===== src/rtl/csr_trap_ctrl.sv =====
// rtl/csr_trap_ctrl.sv - machine-mode trap entry / MRET sequencer owning the CSR port while stalled
// Optional interrupt detection is enabled by defining CSR_TRAP_IRQ_EN.
module csr_trap_ctrl #(
    parameter logic [11:0] EPC_ADDR    = 12'h341,
    parameter logic [11:0] CAUSE_ADDR  = 12'h342,
    parameter logic [11:0] STATUS_ADDR = 12'h300,
    parameter logic [11:0] TVEC_ADDR   = 12'h305
) (
    input  logic        clk,
    input  logic        rst_n,
    input  logic        inst_valid,
    input  logic [6:0]  op,
    input  logic [2:0]  f3,
    input  logic [11:0] f12,
    input  logic [31:0] pc,
    input  logic        irq,
    input  logic        mie,
    input  logic [31:0] csr_rdata,
    output logic [11:0] csr_addr,
    output logic [31:0] csr_wdata,
    output logic        csr_we,
    output logic        trap_csr_sel,
    output logic        stall,
    output logic        pc_load,
    output logic [31:0] pc_target
);

    localparam logic [2:0] S_IDLE        = 3'd0;
    localparam logic [2:0] S_SAVE_EPC    = 3'd1;
    localparam logic [2:0] S_SAVE_CAUSE  = 3'd2;
    localparam logic [2:0] S_SAVE_STATUS = 3'd3;
    localparam logic [2:0] S_VECTOR      = 3'd4;
    localparam logic [2:0] S_RET_STATUS  = 3'd5;
    localparam logic [2:0] S_RET_PC      = 3'd6;

    logic [2:0]  state_q, state_d;
    logic [31:0] epc_q, cause_q;
    logic        is_sys, irq_take, take_trap, go_ret, idle;
    logic [31:0] trap_cause;
    logic [11:0] addr_c;
    logic [31:0] wdata_c, target_c;
    logic        we_c, load_c;

`ifdef CSR_TRAP_IRQ_EN
    assign irq_take = irq & mie;
`else
    logic unused_irq;
    assign unused_irq = irq & mie;
    assign irq_take   = 1'b0;
`endif

    assign idle      = (state_q == S_IDLE);
    assign is_sys    = inst_valid && (op == 7'h73) && (f3 == 3'b000);
    // An interrupt preempts whatever instruction sits in decode that cycle.
    assign take_trap = idle && (irq_take || (is_sys && (f12 == 12'h000 || f12 == 12'h001)));
    assign go_ret    = idle && !irq_take && is_sys && (f12 == 12'h302);
    assign trap_cause = irq_take         ? 32'h8000_000B :
                        (f12 == 12'h001) ? 32'd3 : 32'd11;

    always_ff @(posedge clk) begin
        if (!rst_n) begin
            state_q <= S_IDLE;
            epc_q   <= 32'h0;
            cause_q <= 32'h0;
        end else begin
            state_q <= state_d;
            if (take_trap) begin
                epc_q   <= pc;
                cause_q <= trap_cause;
            end
        end
    end

    always_comb begin
        state_d  = state_q;
        addr_c   = 12'h0;
        wdata_c  = 32'h0;
        we_c     = 1'b0;
        load_c   = 1'b0;
        target_c = 32'h0;
        case (state_q)
            S_IDLE: begin
                if (take_trap)   state_d = S_SAVE_EPC;
                else if (go_ret) state_d = S_RET_STATUS;
            end
            S_SAVE_EPC: begin
                addr_c  = EPC_ADDR;
                wdata_c = epc_q;
                we_c    = 1'b1;
                state_d = S_SAVE_CAUSE;
            end
            S_SAVE_CAUSE: begin
                addr_c  = CAUSE_ADDR;
                wdata_c = cause_q;
                we_c    = 1'b1;
                state_d = S_SAVE_STATUS;
            end
            S_SAVE_STATUS: begin
                addr_c     = STATUS_ADDR;
                wdata_c    = csr_rdata;
                wdata_c[7] = csr_rdata[3];
                wdata_c[3] = 1'b0;
                we_c       = 1'b1;
                state_d    = S_VECTOR;
            end
            S_VECTOR: begin
                addr_c   = TVEC_ADDR;
                load_c   = 1'b1;
                target_c = {csr_rdata[31:2], 2'b00};
                state_d  = S_IDLE;
            end
            S_RET_STATUS: begin
                addr_c     = STATUS_ADDR;
                wdata_c    = csr_rdata;
                wdata_c[3] = csr_rdata[7];
                wdata_c[7] = 1'b1;
                we_c       = 1'b1;
                state_d    = S_RET_PC;
            end
            S_RET_PC: begin
                addr_c   = EPC_ADDR;
                load_c   = 1'b1;
                target_c = {csr_rdata[31:2], 2'b00};
                state_d  = S_IDLE;
            end
            default: state_d = S_IDLE;
        endcase
    end

    // Gating with rst_n keeps every output quiet during reset, even mid-sequence.
    assign csr_addr     = rst_n ? addr_c   : 12'h0;
    assign csr_wdata    = rst_n ? wdata_c  : 32'h0;
    assign csr_we       = rst_n & we_c;
    assign pc_load      = rst_n & load_c;
    assign pc_target    = rst_n ? target_c : 32'h0;
    assign trap_csr_sel = rst_n & !idle;
    assign stall        = rst_n & (!idle | take_trap | go_ret);

endmodule


===== config.mk =====
export PLATFORM = sky130hd
export DESIGN_NAME = csr_trap_ctrl
export DESIGN_NICKNAME = d
export VERILOG_FILES = /design/src/rtl/csr_trap_ctrl.sv
export SDC_FILE = /design/constraint.sdc
export NUM_CORES = 1
export LEC_CHECK = 0
export ABC_AREA = 1
export CAP_MARGIN = 40
export CORE_ASPECT_RATIO = 1.4
export CORE_MARGIN = 4
export CORE_UTILIZATION = 33
export DETAILED_ROUTE_END_ITERATION = 10
export PLACE_DENSITY = 0.88
export SYNTH_ARGS = -nofsm -noshare
export SYNTH_HDL_FRONTEND = slang
export SYNTH_SLANG_ARGS = --single-unit
export TNS_END_PERCENT = 5

===== constraint.sdc =====
create_clock -name clk -period 1.3 [get_ports clk]
set_input_delay 0.26 -clock clk [delete_from_list [all_inputs] [get_ports clk]]
set_output_delay 0.26 -clock clk [all_outputs]
set_load 0.02 [all_outputs]

==> key figures, run 1 <==
Outcome
  • Outcome: finished, violations left
  • Failing checks: setup timing

STA
  • Max Slew Vio Count: 0
  • Final hold violations: 0
  • Clock skew: 4.34 ps
  • Final setup fails: 108
  • Min Tclk post-route: 1840 ps
  • Final hold slack: 488 ps
  • RSZ-0062 raised after global routing: true
  • Final period util: 1.42
  • Slack of the critical path: -545 ps
  • Fmax achieved: 542 MHz

Floorplanning
  • CORE AREA: 7800 um2
  • Die Y: 114 um
  • Chip width: 83.7 um
  • Die area: 9550 um2
  • Row count: 38
  • I/O pins: 171
  • Starting density of the core: 0.340

Setup path
  • Setup crit start: state_q[0]
  • R2R Path Start: state_q[0]
  • Reg2Reg Depth: 10
  • Kind of cell adding the most delay to the critical path: buffers and inverters
  • Worst Setup EP: csr_wdata[1]
  • Req. time, crit path: 1040 ps
  • Crit path kind: flip-flop to output pin
  • Crit-path max FO: 5
  • RR Endpoint: epc_q[19]
  • CP Depth: 8
  • CP bufs+invs: 4
  • Flop-to-flop setup slack: -170 ps
  • CP most frequent cell: buf_6
  • Crit path DAT: 1580 ps
  • CP endpoint kind: output pin
  • CP max-delay cell: dfxtp_4
  • Startpoint type of the worst setup path: flip-flop
  • CP cell instances: buf_4 > nand2_4 > o21ai_4 > buf_6 > buf_8 > a21oi_2 > nor2_2 > buf_6
  • Slowest Stage Delay on Critical Path: 380 ps

Synthesis
  • Cell count after synthesis: 459
  • Mapped cell area: 2650 um2
  • Seq cells post-synth: 37
  • Seq/Total Area, Yosys: 0.280
  • Number of distinct library cells after synthesis: 24
  • Mapped Avg Cell Area: 5.77 um2
  • Synthesis Warnings: 0

Routing
  • Via count: 3529
  • Routed WL per cell: 14.3 um
  • DR DRC count: 0
  • Drt via density: 4.77
  • Post-DRT Antenna Nets: 0
  • Routed WL: 10.6 mm
  • Initial DRT Pass Iterations: 5
  • Iter 0 DRT Violations: 158

Pwr
  • Int Pwr: 0.00361 W
  • Pwr per Cell Area: 1310 nW/um2
  • Register share of total power: 0.197
  • Gate power share: 0.684
  • Sw power: 0.00309 W
  • Max rail drop VDD: 1840 uV
  • Sw frac: 0.461
  • Pleak: 2.51 nW
  • Clock share of power: 0.119

Finish
  • Post-route insts no fill: 740
  • Area Growth Syn to Fin: 92.8%
  • Count of filler cells inserted in the layout: 718
  • Antenna cell count: 0
  • Area taken by multi-input logic gates: 1750 um2
  • Share of layout cells above drive strength 1: 0.355
  • Reg area: 752 um2
  • Fin area: 5110 um2
  • NumNets Final: 731

Placed design
  • Routability Congestion: 0.891
  • Detailed placer's ending HPWL: 7.61 mm
  • Port bufs: 160
  • Area after DPL: 4640 um2
  • Pre-CTS setup slack: -979 ps
  • Placed insts: 721

Clock network
  • Root Driver: clkbuf_8
  • Post-CTS Hold Fix Bufs: 0
  • H-tree depth: 2
  • CTS tree: yes
  • CTS Buf Count: 5
  • Clock buffer depth: 2
  • CTS sink count: 37
  • Clk slew on worst S/H paths: 70 ps
  • Worst-skew pair later-pin latency: 280 ps

Global route
  • Largest net degree at the start of global routing: 40
  • Vias in the first global route: 3354
  • Total GRT Usage: 0.201
  • Gr ovfl total: 0
  • Antenna violations before repair: 0
  • First-pass GRT wire length: 15.9 mm

Hold path
  • Hold wc startpoint: cause_q[3]
  • Worst hold path type: flip-flop to flip-flop

Flow run
  • Number of max-cap violations: 0
-- metrics by stage --
step                power, W  utilization  TNS (ps)
floorplan            0.00360            -     -5440
global placement     0.00495        0.596    -73290
detailed placement   0.00504        0.596    -76730
CTS                  0.00612        0.627    -40030
global route         0.00707        0.655    -45700
finish               0.00670        0.655    -37710
-- cell usage in the layout, fill, tap and decap left out, drive strengths merged --
cell           Yosys  routed
o22ai              1       1
dfxtp             37      37
a22oi             28      28
o2bb2ai            1       1
dlygate4sd2        0       3
clkbuf             8       7
dlymetal6s2s       0      17
clkdlybuf4s15      0       1
nand2             64      64
nor4               1       1
o21a               1       1
nor3               1       1
conb               1       8
nand3             36      36
o21ai              3       3
clkdlybuf4s50      0      68
nor2             116     116
buf               33     119
a21oi             41      41
nand3b             2       2
inv               85      85
-- cells by family (layout without fill, tap and decap cells) --
logic type | count (synthesis) | count (layout) | share of synthesized area
simple gates | 220 | 220 | 0.337
flops | 37 | 37 | 0.280
buf+inv | 126 | 300 | 0.210
other cells | 1 | 8 | 0.00142
compound gates | 75 | 75 | 0.172
-- layout make-up --
| cell class | instances | area share |
|---|---|---|
| Sequential cell | 37 | 0.147 |
| Tap cell | 100 | 0.0245 |
| Timing Repair Buffer | 208 | 0.404 |
| Inverter | 85 | 0.0649 |
| Multi-Input combinational cell | 303 | 0.343 |
| Clock buffer | 7 | 0.0169 |
-- synthesized netlist by cell type --
cell,count,area [um2]
nor4_1,1,6.26
o22ai_1,1,6.26
inv_1,80,300
nor2_4,1,11.3
clkbuf_1,8,30.0
nand2_1,64,240
buf_4,9,67.6
inv_2,5,18.8
nor2_1,114,428
o21a_1,1,7.51
nor2_2,1,6.26
o2bb2ai_1,1,8.76
buf_6,4,45.0
a22oi_1,28,210
nand3_1,36,180
nand3b_1,2,15.0
o21ai_2,1,8.76
nor3_1,1,5.00
a21oi_1,41,205
o21ai_0,2,10.0
buf_2,16,80.1
buf_1,4,15.0
dfxtp_1,37,741
conb_1,1,3.75
-- flip-flops by register name, summed over array words and instances (netlist names) --
name / cells
epc_q: 32
state_q: 3
cause_q: 2
-- what timing repair did --
| action | 4_1_cts | 5_1_grt |
|---|---|---|
| endpoints found under the setup margin | 108 | 108 |
| buffers inserted | 4 | 6 |
| gates resized for setup | 428 | 54 |
| pin swaps | 10 | 26 |
| cloned | 2 | 0 |
-- worst min-delay path, stage by stage, from the launching register on --
cell and delay [ps]:
dfxtp_1 330, a21oi_1 40, nor2_1 80
-- layer usage --
| layer | up-vias | GRT usage | routed length (um) |
|---|---|---|---|
| met3 | 23 | 0.0368 | 598 |
| met5 | - | 0 | 0 |
| met4 | 0 | 0.0579 | 242 |
| met2 | 118 | 0.405 | 6030 |
| met1 | 1628 | 0.207 | 3740 |
| li1 | 1760 | - | - |
-- power groups by stage --
stage	sequential (W)	clock, W	combinational, W
final	0.00132	0.000797	0.00459
after global routing	0.00133	0.000860	0.00488
after CTS	0.00131	0.000808	0.00400
after detailed placement	0.00133	0	0.00372
after global placement	0.00132	0	0.00364
after floorplan	0.00129	0	0.00230
-- worst min-delay path by stage --
| stage | end | slack, ps | cells past startpoint |
|---|---|---|---|
| final | cause_q[3] | 490 | 2 |
| after global routing | epc_q[3] | 510 | 2 |
| after CTS | cause_q[3] | 480 | 2 |
| after detailed placement | cause_q[3] | 470 | 2 |
| after global placement | cause_q[3] | 460 | 2 |
| after floorplan | cause_q[3] | 440 | 3 |
No activity file was read; power rests on OpenSTA's default activity.
==> inputs of run 2 (changes only) <==
==> constraint.sdc (replaced) <==
create_clock -name clk -period 1.3 [get_ports clk]
set_input_delay 0.13 -clock clk [delete_from_list [all_inputs] [get_ports clk]]
set_output_delay 0.13 -clock clk [all_outputs]
set_load 0.02 [all_outputs]
==> run 2 against run 1 <==
Against the previous run: the run still ends with setup timing left; sequential power shrank 3%; worst setup slack gained 130 ps; core utilization shrank 2.5 points; combinational power is essentially flat; final cell count shrank 1.2%; critical path type unchanged; power shrank 1.5%; count of clock-buffer cells in the layout shrank 2; register-to-register slack gained 100 ps.
==> key figures, run 2 (synthesis results as in run 1) <==
Placed design
  • Pre-CTS setup slack: -723 ps
  • Port bufs: 160
  • Routability Congestion: 0.864
  • Placed insts: 718
  • Detailed placer's ending HPWL: 7.51 mm

STA
  • Min Tclk post-route: 1710 ps
  • Fmax achieved: 585 MHz
  • Setup Total Neg Slack: -20310 ps
  • Final period util: 1.32
  • RSZ-0062 raised after global routing: true
  • Clock skew: 2.94 ps
  • Final hold slack: 481 ps
  • Final hold violations: 0
  • Slack of the critical path: -410 ps
  • Final setup fails: 103
  • Max Slew Vio Count: 0

Finish
  • Biggest registers after layout: epc_q (32), state_q (3), cause_q (2)
  • NumNets Final: 722
  • Top reg by flops: epc_q
  • Area Growth Syn to Fin: 85.4%
  • Most common cell after layout, fill and taps aside: clkdlybuf4s50_1
  • Count of filler cells inserted in the layout: 717
  • Share of layout cells above drive strength 1: 0.316
  • Post-route insts no fill: 731
  • Max FFs per register: 32
  • Area taken by multi-input logic gates: 1670 um2
  • Most frequent cells in the layout: clkdlybuf4s50_1 (85), inv_1 (80), nor2_1 (74)
  • Reg area: 749 um2
  • Core Util, Final: 0.630

Setup path
  • Flop-to-flop setup slack: -70 ps
  • Crit-path max FO: 9
  • Req. time, crit path: 1170 ps
  • R2R Path Start: state_q[0]
  • CP endpoint kind: output pin
  • RR Endpoint: state_q[2]
  • Setup crit start: state_q[2]
  • Startpoint type of the worst setup path: flip-flop
  • Reg2Reg Depth: 11
  • Crit path kind: flip-flop to output pin
  • Crit path DAT: 1580 ps

Pwr
  • Sw power: 0.00301 W
  • Sw frac: 0.455
  • Max rail drop VDD: 1630 uV
  • Gate power share: 0.695
  • Pleak: 2.31 nW
  • Int Pwr: 0.00360 W
  • Pwr per Cell Area: 1340 nW/um2
  • Register share of total power: 0.193
  • Clock share of power: 0.112

Hold path
  • Hold-critical path depth: 5
  • Worst hold path type: input port to flip-flop
  • Hold wc startpoint: pc[8]
  • Hold Path End: epc_q[8]

Outcome
  • Failing checks: setup timing
  • Outcome: finished, violations left

Clock network
  • Root Driver: clkbuf_8
  • Clock buffer depth: 2
  • Worst-skew pair later-pin latency: 280 ps
  • Clk slew on worst S/H paths: 70 ps
  • CTS tree: yes
  • CTS sink count: 37
  • CTS Buf Count: 5
  • H-tree depth: 2

Global route
  • Largest net degree at the start of global routing: 41
  • Antenna violations before repair: 1
  • Vias in the first global route: 3354
  • Gr ovfl total: 0
  • First-pass GRT wire length: 15.4 mm
  • Total GRT Usage: 0.196

Routing
  • Post-DRT Antenna Nets: 0
  • DR DRC count: 0
  • Via count: 3488
  • Iter 0 DRT Violations: 101
  • Routed WL: 9.90 mm
  • Routed WL per cell: 13.5 um
  • Initial DRT Pass Iterations: 4
  • Drt via density: 4.77

Floorplanning
  • Die area: 9550 um2
  • Starting density of the core: 0.340
  • I/O pins: 171
  • Die Y: 114 um
  • Row count: 38
  • CORE AREA: 7800 um2
  • Chip width: 83.7 um

Flow run
  • Number of max-cap violations: 0
-- run 2: changes by cell type in the layout (fill, tap and decap cells not counted), sizes merged --
| cell | delta |
|---|---|
| clkdlybuf4s50 | +17 |
| dlymetal6s2s | -15 |
| dlygate4sd2 | -2 |
| buf | -8 |
| clkbuf | -2 |
| clkinv | +1 |
| clkdlybuf4s15 | -1 |
| diode | +1 |
-- run 2: per-stage QoR --
stage / cell area (um2) / total power, W
after floorplan: 2810 / 0.00338
after global placement: 4600 / 0.00489
after detailed placement: 4600 / 0.00497
after CTS: 4770 / 0.00629
after global routing: 4910 / 0.00697
final: 4910 / 0.00660
-- run 2: worst max path at each step --
stage                          endpoint  slack, ps  cells after the start
final                      csr_wdata[9]       -410                      8
after global placement    pc_target[19]       -690                      5
after detailed placement  pc_target[11]       -720                      5
after global routing              stall       -500                     11
after CTS                  csr_wdata[6]       -420                      8
after floorplan             csr_addr[9]        -30                      7
-- run 2: power groups by stage --
stage          combinational (W)  clock [W]  sequential (W)
2_1_floorplan            0.00213          0         0.00125
6_report                 0.00459   0.000736         0.00128
4_1_cts                  0.00426   0.000761         0.00128
3_5_place_dp             0.00370          0         0.00127
5_1_grt                  0.00487   0.000807         0.00128
3_3_place_gp             0.00362          0         0.00126
-- run 2: metal layers --
layer  global-route usage  wire (um)  share of wire
met5                    0          0              0
met4               0.0773        282          0.028
met3               0.0368        591          0.060
met2                0.394       5450           0.55
met1                0.195       3580           0.36
-- run 2: cell type report --
cell class | instances | area share
well taps | 100 | 0.0255
clock buffers | 5 | 0.0140
diodes | 1 | 0.000509
inverters | 85 | 0.0665
multi-input cells | 303 | 0.340
flip-flops and latches | 37 | 0.153
repair buffers | 199 | 0.400
clock inverters | 1 | 0.00102
-- run 2: critical path, cell delays in order (launching register included) --
cell and delay [ps]:
dfxtp_4 400, inv_4 70, nand2_2 110, inv_6 70, buf_12 120, buf_12 130
a22oi_1 190, nor2_2 50, buf_4 150
-- run 2: what timing repair did --
item / in CTS / in global routing
cloned: 3 / 0
endpoints found under the setup margin: 108 / 108
gates resized for setup: 405 / 39
buffers inserted: 3 / 1
hold buffers: 0 / 0
pin swaps: 2 / 8
==> RTL edit, RTL diff (config.mk and constraints of run 1) <==
Add a define of `CSR_TRAP_IRQ_EN`.
--- a/src/rtl/csr_trap_ctrl.sv
+++ b/src/rtl/csr_trap_ctrl.sv
@@ -1,5 +1,7 @@
 // rtl/csr_trap_ctrl.sv - machine-mode trap entry / MRET sequencer owning the CSR port while stalled
 // Optional interrupt detection is enabled by defining CSR_TRAP_IRQ_EN.
+`define CSR_TRAP_IRQ_EN
+
 module csr_trap_ctrl #(
     parameter logic [11:0] EPC_ADDR    = 12'h341,
     parameter logic [11:0] CAUSE_ADDR  = 12'h342,
Behaviour: not the same (Yosys sat finds a counterexample within 4 cycles, from zero or initial values and one cycle with rst_n low).
==> RTL edit against run 1 <==
- the flow still finishes with violations (setup timing)
- routed wire length is 0.16% lower
- final area is 8.9% higher
- synthesized area is 8.2% higher
- critical path depth is 1 higher
- worst setup slack worse by 0.0080 ns
- final cell count is 5.1% lower
- power is 14% higher
- sequential cell count is 1 higher
- die area is 7.5% higher
- highest routed layer unchanged
==> RTL edit: results (changes against run 1) <==
Largest net degree at the start of global routing: 41 (+2.5%)
Final setup viols: 107 (-0.93%)
DP Cell Count: 687 (-4.7%)
Sw Ratio: 42.2% (-3.9 points)
Crit-path max FO: 6 (+1)
Wl on met1: 3790 um (+1.2%)
Worst-case reg-to-reg path depth: 8 (-2)
Hpwl dp: 7930 um (+4.1%)
Pre-CTS setup slack: -0.974 ns (+0.00567 ns)
Worst Hold Slack: 0.347 ns (-0.141 ns)
Clkbuf count: 5 (-2)
Final Skew: 0.00285 ns (-0.00148 ns)
Clock sinks: 38 (+2.7%)
Seq/Total Area, Yosys: 26.5% (-1.4 points)
Placer Congestion: 0.786 (-12%)
Min-delay src: rst_n
CP peak stage delay: 0.36 ns (-0.02 ns)
Vias/cell: 4.83 (+1.3%)
Hold-critical path depth: 3 (+1)
Non-clock buffer share: 40.3% (about the same)
Cell Area, Placed: 5080 um2 (+9.3%)
Global-route wire length before repair: 16,200 um (+2.0%)
1st-iter DRT viols: 77 (-51%)
Worst setup endpoint: csr_wdata[31]
R2R Path End: epc_q[22]
Largest regs: epc_q: 32 flops, cause_q: 3 flops, state_q: 3 flops
Status: finished, violations left
Tap cells: 105 (+5.0%)
PortBufs: 162 (+1.3%)
Met2 routed WL: 5990 um (-0.71%)
Share of cells above drive strength 1: 52.9% (+17 points)
Hold path endpoint: state_q[1]
R2R Setup Slk: -0.21 ns (-0.04 ns)
Final wirelength: 10,600 um (-0.16%)
Failing checks: setup timing
Multi-input logic area: 2010 um2 (+15%)
ClkCell Share: 2.97% (+1.3 points)
Sequential cell area share: 13.9% (-0.85 points)
Setup WS post-layout: -0.553 ns (-0.00795 ns)
Worst ir drop on vdd: 1.04 mV (-44%)
Drt pass-1 iters: 4 (-1)
Seq power: 1520 uW (+15%)
[RTL edit: changes by cell type after synthesis, moves of 11 or more]
cell     delta
nand3_1    -28
nand3_2    +29
inv_1      -25
buf_2      -11
a21oi_2    +30
a21oi_1    -35
nor2_1     -37
[RTL edit: worst max-delay path, delay by kind of cell (launching register included)]
family	cells	cell delay, ns
and+or+nand+nor	3	0.16
DFF	1	0.36
buffers and inverters	5	0.53
AOI/OAI and AO/OA	1	0.28
[RTL edit: kinds of logic after synthesis]
group	count (synthesis)	synth area share, %
AO/OA/AOI/OAI	70	19.2
AND/OR/NAND/NOR	194	35.9
other	1	0.131
buffers and inverters	98	18.2
flip-flops	38	26.5
[RTL edit: per-layer routing]
layer	GRT usage, %	up-vias
met3	3.28	16
met4	4.58	0
met1	20.3	1598
li1	-	1650
met2	38.4	127
met5	0	-
[RTL edit: repair_timing]
item,in CTS,in global routing
buffers inserted,2,2
cloned,2,1
endpoints found under the setup margin,109,109
pin swaps,8,29
resized for setup,378,97
